==> src/rtl/acorn128_ctrl_if.sv <==
`default_nettype none
// ============================================================================
// Module      : acorn128_ctrl_if
// Description : Host-side bundle for the ACORN-128 sequencer. Carries the
//               operation request (start, key, iv, lengths), the shared
//               AD/plaintext bit stream with its valid/ready handshake, the
//               ciphertext bit stream and the status/tag results.
//               master : host side (drives request and din stream)
//               slave  : sequencer side (drives ready, ct, status, tag)
// Revision    : 1.0 - initial release
// ============================================================================
interface acorn128_ctrl_if #(
  parameter int LEN_W = 16
);
  logic             start;
  logic [127:0]     key;
  logic [127:0]     iv;
  logic [LEN_W-1:0] ad_len;
  logic [LEN_W-1:0] msg_len;
  logic             din_bit;
  logic             din_valid;
  logic             din_ready;
  logic             ct_bit;
  logic             ct_valid;
  logic             busy;
  logic             done;
  logic [127:0]     tag;

  modport master (
    output start, key, iv, ad_len, msg_len, din_bit, din_valid,
    input  din_ready, ct_bit, ct_valid, busy, done, tag
  );

  modport slave (
    input  start, key, iv, ad_len, msg_len, din_bit, din_valid,
    output din_ready, ct_bit, ct_valid, busy, done, tag
  );
endinterface
`default_nettype wire

==> src/rtl/acorn128_ctrl.sv <==
`default_nettype none
// ============================================================================
// Module      : acorn128_ctrl
// Description : Bit-serial sequencer for the ACORN-128 one-bit-per-cycle
//               state-update datapath. Walks CLR, INIT, AD, ADPAD, ENC,
//               ENCPAD and FIN, producing per-step ca/cb/message bits,
//               returning ciphertext bits and collecting the 128-bit tag.
// Ports       : clk, rst  - clock, synchronous active-high reset
//               host      - acorn128_ctrl_if.slave (request, din stream,
//                           ct stream, busy/done, tag)
//               ks_in     - datapath keystream bit for the current step
//               upd_en    - datapath performs one update step
//               st_clr    - datapath state cleared this cycle
//               ca_out, cb_out, mbit_out - step control bits (0 when idle)
// Revision    : 1.0 - initial release
// ============================================================================
module acorn128_ctrl #(
  parameter int LEN_W      = 16,
  parameter int INIT_STEPS = 1792,
  parameter int PAD_STEPS  = 256,
  parameter int FIN_STEPS  = 768
) (
  input  logic            clk,
  input  logic            rst,
  acorn128_ctrl_if.slave  host,
  input  logic            ks_in,
  output logic            upd_en,
  output logic            st_clr,
  output logic            ca_out,
  output logic            cb_out,
  output logic            mbit_out
);

  localparam int CNT_W = (LEN_W > 11) ? LEN_W : 11;
  localparam logic [CNT_W-1:0] INIT_LAST = CNT_W'(INIT_STEPS - 1);
  localparam logic [CNT_W-1:0] PAD_LAST  = CNT_W'(PAD_STEPS - 1);
  localparam logic [CNT_W-1:0] FIN_LAST  = CNT_W'(FIN_STEPS - 1);
  localparam logic [CNT_W-1:0] TAG_FIRST = CNT_W'(FIN_STEPS - 128);
  localparam logic [CNT_W-1:0] HALF_PAD  = CNT_W'(128);

  typedef enum logic [3:0] {
    S_IDLE   = 4'd0,
    S_CLR    = 4'd1,
    S_INIT   = 4'd2,
    S_AD     = 4'd3,
    S_ADPAD  = 4'd4,
    S_ENC    = 4'd5,
    S_ENCPAD = 4'd6,
    S_FIN    = 4'd7,
    S_DONE   = 4'd8
  } state_t;

  state_t             state_q, state_d;
  logic [CNT_W-1:0]   cnt_q, cnt_d;
  logic [127:0]       key_q, key_d;
  logic [127:0]       iv_q, iv_d;
  logic [LEN_W-1:0]   ad_len_q, ad_len_d;
  logic [LEN_W-1:0]   msg_len_q, msg_len_d;
  logic [127:0]       tag_q, tag_d;

  logic [CNT_W-1:0]   cnt_inc;
  logic               init_mbit;
  logic               ready;
  logic               ct_vld;
  logic               done_p;

  assign cnt_inc = cnt_q + CNT_W'(1);

  // Loading order: key bits, then IV bits, one inverted key[0], then the key
  // repeated for the rest of initialization.
  always_comb begin
    init_mbit = key_q[cnt_q[6:0]];
    if (cnt_q >= CNT_W'(128) && cnt_q < CNT_W'(256)) begin
      init_mbit = iv_q[cnt_q[6:0]];
    end else if (cnt_q == CNT_W'(256)) begin
      init_mbit = ~key_q[0];
    end
  end

  always_ff @(posedge clk) begin
    if (rst) begin
      state_q   <= S_IDLE;
      cnt_q     <= '0;
      key_q     <= '0;
      iv_q      <= '0;
      ad_len_q  <= '0;
      msg_len_q <= '0;
      tag_q     <= '0;
    end else begin
      state_q   <= state_d;
      cnt_q     <= cnt_d;
      key_q     <= key_d;
      iv_q      <= iv_d;
      ad_len_q  <= ad_len_d;
      msg_len_q <= msg_len_d;
      tag_q     <= tag_d;
    end
  end

  always_comb begin
    state_d   = state_q;
    cnt_d     = cnt_q;
    key_d     = key_q;
    iv_d      = iv_q;
    ad_len_d  = ad_len_q;
    msg_len_d = msg_len_q;
    tag_d     = tag_q;
    upd_en    = 1'b0;
    st_clr    = 1'b0;
    ca_out    = 1'b0;
    cb_out    = 1'b0;
    mbit_out  = 1'b0;
    ready     = 1'b0;
    ct_vld    = 1'b0;
    done_p    = 1'b0;

    unique case (state_q)
      S_IDLE: begin
        if (host.start) begin
          key_d     = host.key;
          iv_d      = host.iv;
          ad_len_d  = host.ad_len;
          msg_len_d = host.msg_len;
          tag_d     = '0;
          cnt_d     = '0;
          state_d   = S_CLR;
        end
      end
      S_CLR: begin
        st_clr  = 1'b1;
        cnt_d   = '0;
        state_d = S_INIT;
      end
      S_INIT: begin
        upd_en   = 1'b1;
        ca_out   = 1'b1;
        cb_out   = 1'b1;
        mbit_out = init_mbit;
        if (cnt_q == INIT_LAST) begin
          cnt_d   = '0;
          state_d = (ad_len_q == '0) ? S_ADPAD : S_AD;
        end else begin
          cnt_d = cnt_inc;
        end
      end
      S_AD: begin
        ready    = 1'b1;
        upd_en   = host.din_valid;
        ca_out   = host.din_valid;
        cb_out   = host.din_valid;
        mbit_out = host.din_valid & host.din_bit;
        if (host.din_valid) begin
          if (cnt_inc == CNT_W'(ad_len_q)) begin
            cnt_d   = '0;
            state_d = S_ADPAD;
          end else begin
            cnt_d = cnt_inc;
          end
        end
      end
      S_ADPAD, S_ENCPAD: begin
        // Padding: a single 1 bit, ca held for the first half, cb tells the
        // two padding phases apart.
        upd_en   = 1'b1;
        mbit_out = (cnt_q == '0);
        ca_out   = (cnt_q < HALF_PAD);
        cb_out   = (state_q == S_ADPAD);
        if (cnt_q == PAD_LAST) begin
          cnt_d = '0;
          if (state_q == S_ENCPAD) begin
            state_d = S_FIN;
          end else begin
            state_d = (msg_len_q == '0) ? S_ENCPAD : S_ENC;
          end
        end else begin
          cnt_d = cnt_inc;
        end
      end
      S_ENC: begin
        ready    = 1'b1;
        ct_vld   = host.din_valid;
        upd_en   = host.din_valid;
        ca_out   = host.din_valid;
        mbit_out = host.din_valid & host.din_bit;
        if (host.din_valid) begin
          if (cnt_inc == CNT_W'(msg_len_q)) begin
            cnt_d   = '0;
            state_d = S_ENCPAD;
          end else begin
            cnt_d = cnt_inc;
          end
        end
      end
      S_FIN: begin
        upd_en = 1'b1;
        ca_out = 1'b1;
        cb_out = 1'b1;
        // Tag bits arrive in order 0..127; shifting in from the top leaves
        // the first captured bit at tag[0] after the last step.
        if (cnt_q >= TAG_FIRST) begin
          tag_d = {ks_in, tag_q[127:1]};
        end
        if (cnt_q == FIN_LAST) begin
          cnt_d   = '0;
          state_d = S_DONE;
        end else begin
          cnt_d = cnt_inc;
        end
      end
      S_DONE: begin
        done_p  = 1'b1;
        cnt_d   = '0;
        state_d = S_IDLE;
      end
      default: begin
        cnt_d   = '0;
        state_d = S_IDLE;
      end
    endcase
  end

  assign host.din_ready = ready;
  assign host.ct_valid  = ct_vld;
  assign host.ct_bit    = ct_vld & (host.din_bit ^ ks_in);
  assign host.busy      = (state_q != S_IDLE) && (state_q != S_DONE);
  assign host.done      = done_p;
  assign host.tag       = tag_q;

endmodule
`default_nettype wire

==> src/flat_wrapper.sv <==
// flat-port wrapper written by rule: the top's interface ports become plain ports
module acorn128_ctrl_flat 
#(
  parameter int LEN_W      = 16,
  parameter int INIT_STEPS = 1792,
  parameter int PAD_STEPS  = 256,
  parameter int FIN_STEPS  = 768
)
  (clk, rst, ks_in, upd_en, st_clr, ca_out, cb_out, mbit_out, host_start, host_key, host_iv, host_ad_len, host_msg_len, host_din_bit, host_din_valid, host_din_ready, host_ct_bit, host_ct_valid, host_busy, host_done, host_tag);
  acorn128_ctrl_if #(.LEN_W(LEN_W)) host_i ();
  input  logic clk;
  input  logic rst;
  input  logic ks_in;
  output logic upd_en;
  output logic st_clr;
  output logic ca_out;
  output logic cb_out;
  output logic mbit_out;
  input wire logic [$bits(host_i.start)-1:0] host_start;
  input wire logic [$bits(host_i.key)-1:0] host_key;
  input wire logic [$bits(host_i.iv)-1:0] host_iv;
  input wire logic [$bits(host_i.ad_len)-1:0] host_ad_len;
  input wire logic [$bits(host_i.msg_len)-1:0] host_msg_len;
  input wire logic [$bits(host_i.din_bit)-1:0] host_din_bit;
  input wire logic [$bits(host_i.din_valid)-1:0] host_din_valid;
  output wire logic [$bits(host_i.din_ready)-1:0] host_din_ready;
  output wire logic [$bits(host_i.ct_bit)-1:0] host_ct_bit;
  output wire logic [$bits(host_i.ct_valid)-1:0] host_ct_valid;
  output wire logic [$bits(host_i.busy)-1:0] host_busy;
  output wire logic [$bits(host_i.done)-1:0] host_done;
  output wire logic [$bits(host_i.tag)-1:0] host_tag;
  assign host_i.start = host_start;
  assign host_i.key = host_key;
  assign host_i.iv = host_iv;
  assign host_i.ad_len = host_ad_len;
  assign host_i.msg_len = host_msg_len;
  assign host_i.din_bit = host_din_bit;
  assign host_i.din_valid = host_din_valid;
  assign host_din_ready = host_i.din_ready;
  assign host_ct_bit = host_i.ct_bit;
  assign host_ct_valid = host_i.ct_valid;
  assign host_busy = host_i.busy;
  assign host_done = host_i.done;
  assign host_tag = host_i.tag;
  acorn128_ctrl #(.LEN_W(LEN_W), .INIT_STEPS(INIT_STEPS), .PAD_STEPS(PAD_STEPS), .FIN_STEPS(FIN_STEPS)) u_core (.clk(clk), .rst(rst), .host(host_i), .ks_in(ks_in), .upd_en(upd_en), .st_clr(st_clr), .ca_out(ca_out), .cb_out(cb_out), .mbit_out(mbit_out));
endmodule
==> config.mk <==
export PLATFORM = sky130hd
export DESIGN_NAME = acorn128_ctrl_flat
export DESIGN_NICKNAME = d
export VERILOG_FILES = /design/src/rtl/acorn128_ctrl_if.sv /design/src/rtl/acorn128_ctrl.sv /design/src/flat_wrapper.sv
export SDC_FILE = /design/constraint.sdc
export NUM_CORES = 1
export LEC_CHECK = 0
export CAP_MARGIN = 20
export CELL_PAD_IN_SITES_DETAIL_PLACEMENT = 0
export CELL_PAD_IN_SITES_GLOBAL_PLACEMENT = 1
export CORE_ASPECT_RATIO = 1.5
export CORE_MARGIN = 5
export CORE_UTILIZATION = 40
export DETAILED_ROUTE_END_ITERATION = 16
export GPL_TIMING_DRIVEN = 0
export PLACE_DENSITY_LB_ADDON = 0.1
export SLEW_MARGIN = 20
export SYNTH_ARGS = -nofsm -noshare
export SYNTH_HDL_FRONTEND = slang
export SYNTH_SLANG_ARGS = --single-unit
==> constraint.sdc <==
create_clock -name clk -period 6.9 [get_ports clk]
set_clock_uncertainty 0.15 [all_clocks]
set_input_delay 0.69 -clock clk [delete_from_list [all_inputs] [get_ports clk]]
set_output_delay 0.69 -clock clk [all_outputs]
set_load 0.1 [all_outputs]
==> metrics.csv <==
metric,value,unit
DRT Pass-1 Iters,5,
leading post-synthesis cells by cell area,"dfxtp_1, nand2_1, a21oi_1",
power per standard cell area,307.7,nW/um^2
I/O pin cnt,432,
Die H,275.6,um
global-route wire length before repair,102.3,mm
M1 GR Usage,25.32,%
Post-Syn Area,18810,sq um
Core Box Area,46600,sq um
Clock Sinks,436,
status,"finished, final reports clean",
syn nets,2639,
Post-Syn Area per Cell,8.029,sq um
busiest grt layer,met2,
worst-skew pair later-pin latency,550,ps
"Setup Fix Bufs, Post-CTS",0,
area of the multi-input gates,9206,sq um
Commonest cells post-synth,"nand2_1, dfxtp_1, a21oi_1, clkbuf_1, nand3_1",
met3 usage in global routing,4.251,%
Final setup viols,0,
Starting Density,40.37,%
wire per inst,19.66,um
Crit path largest cell delay,1190,ps
vias in the first global route,18436,
Residual DRC,0,
die area,51560,sq um
largest net degree at the start of global routing,16,
routed vias/inst,5.279,
Port Buffers,430,
Post-DP HPWL,52.96,mm
setup TNS,0,ps
GP Congestion,0.8848,
Tmin final,6111,ps
clock root cell,clkbuf_16,
overall routing resource usage,25.00,%
Fin. Hold Viols,0,
"count leader, synth",nand2_1,
hold_buf cts,0,
CTS buffer count,43,
most common flop cell mapped by yosys,dfxtp_1,
WL final,67.74,mm
Peak VDD IR,0.0001860,V
sequential cell area,8728,sq um
R2R Path Start,u_core.cnt_q[1],
Yosys top cell by area,dfxtp_1,
CTS tree,done,
relative slew slack,30.41,%
initial detailed-routing violation count,932,
Area Overhead vs Synth,34.98,%
Fillers,4495,
required time of the critical path,6060,ps
Post-DRT Antenna Nets,0,
WHS,303.0,ps
Yosys warning total,0,
Leak,8.713,nW
share of cells above drive strength 1,6.386,%
max-capacitance violation count,0,
Yosys reg bits,436,
Yosys top cell area share,46.40,%
worst hold path type,flop to flop,
RSZ-0062 raised after global routing,no,
"Seq/Total Area, Yosys",46.40,%
Worst Tran Pin Value,1044,ps
vias,18192,
GR Layer Usage met2,50.02,%
"Max FO, Critical Path",10,
Setup crit start kind,flop,
final slew viol count,0,
timing startpoint of the critical path,u_core.cnt_q[2],
CP max-delay cell,clkdlybuf4s50_1,
initial antenna violation count,7,
kind of critical path,flop to output pin,
Die Wd,187.1,um
GRT Residual Overflow,0,
"Clk pin slew, worst setup/hold paths",60,ps
H-Tree Depth,2,
Post-synth EDFFs,0,
# resized after CTS,0,
cell row count,97,
Hold Path Origin,u_core.key_q[44],
Post-Synthesis Cells,2343,
final worst-path cycle share,88.56,%
asr flop ratio synth,0,%
Yosys cell types,72,
clk buf depth,3,
data arrival time of the worst path,5270,ps
Critical Path End Type,output pin,
fmax,163.7,MHz
nets@finish,3114,
CP cell instances,"buf_2, clkbuf_1, buf_1, clkbuf_1, a211oi_1, nor3_1, a211oi_1, o211a_1, o21ai_0, clkdlybuf4s50_1",
==> worst paths after layout <==
check / end / slack (ps) / depth (start not counted)
setup / recovery: mbit_out / 790 / 10
hold / removal: u_core.key_q[44] / 300 / 2
setup reg to reg: u_core.cnt_q[3] / 2630 / 14
hold reg to reg: u_core.key_q[44] / 300 / 2
==> power by group <==
part | switching, mW | leakage [nW] | internal, mW
Sequential | 0.207 | 3.55 | 2.86
Clock | 1.02 | 0.744 | 1.52
Combinational | 1.45 | 4.42 | 0.754
Total | 2.67 | 8.71 | 5.14
==> registers in the layout, indices dropped and copies added (netlist names) <==
| name | count |
|---|---|
| u_core.msg_len_q | 16 |
| u_core.ad_len_q | 16 |
| u_core.cnt_q | 16 |
| u_core.state_q | 4 |
| u_core.key_q | 128 |
| u_core.iv_q | 128 |
| u_core.host.tag | 128 |
==> layout make-up <==
class / count / share of cell area, %
well taps: 594 / 2.927
clock buffers: 62 / 5.080
repair buffers: 430 / 16.95
inverters: 9 / 0.1330
clock inverters: 15 / 0.9313
flip-flops and latches: 436 / 34.37
plain buffers: 202 / 3.331
multi-input cells: 1696 / 36.26
diodes: 2 / 0.01971
==> cells by family after synthesis <==
group                    after synthesis  share of synthesized area (%)
multiplexers                          85                          8.074
buffers and inverters                211                          4.669
AO/OA/AOI/OAI                        524                          15.12
flip-flops                           436                          46.40
XOR/XNOR                              41                          2.048
AND/OR/NAND/NOR                     1044                          23.56
adder cells (fa/ha/maj)                2                         0.1330
==> cell usage in the layout, fill, tap and decap left out, types with 8 or more instances in the layout <==
cell type        count
clkdlybuf4s50_1    430
nand2b_1             8
xor2_1              13
a21oi_1            435
mux4_2              52
nand4_1             10
xnor2_1             26
clkbuf_8            10
nor4_1              15
mux2i_1             19
nor2_1              29
nand2_1            760
o221ai_1             9
nor3_1              21
nand3_1            151
clkbuf_16           45
dfxtp_1            436
mux2_2              14
buf_2               15
buf_1               21
o21ai_0             19
and3_1               9
clkbuf_1           160
==> worst max-delay path: cells and delay by family, from the launching register on <==
kind            cells  cell delay, ps
buf+inv             5            3310
flops               1             300
compound gates      4             780
simple gates        1             310
==> metal layers <==
layer | wire length (um) | share of wire (%) | vias to the layer above
met2 | 37280 | 55 | 542
met1 | 24200 | 36 | 8537
met3 | 3327 | 4.9 | 143
met4 | 2856 | 4.2 | 10
met5 | 73 | 0.11 | -
li1 | - | - | 8960
==> per-stage QoR <==
stage / std cells / area (sq um) / worst slack, ps / util [%] / power, mW
6_report: 3446 / 25390 / 789.5 / 54.49 / 7.813
5_1_grt: 3446 / 25390 / 550.4 / 54.49 / 8.218
4_1_cts: 3444 / 25390 / 832.5 / 54.48 / 7.861
3_5_place_dp: 3367 / 23860 / 1420 / 51.20 / 5.318
3_3_place_gp: 3367 / 23860 / 1422 / 51.20 / 5.274
2_1_floorplan: 2343 / 18810 / 1631 / - / 4.538
(Power assumes the default switching activity.)
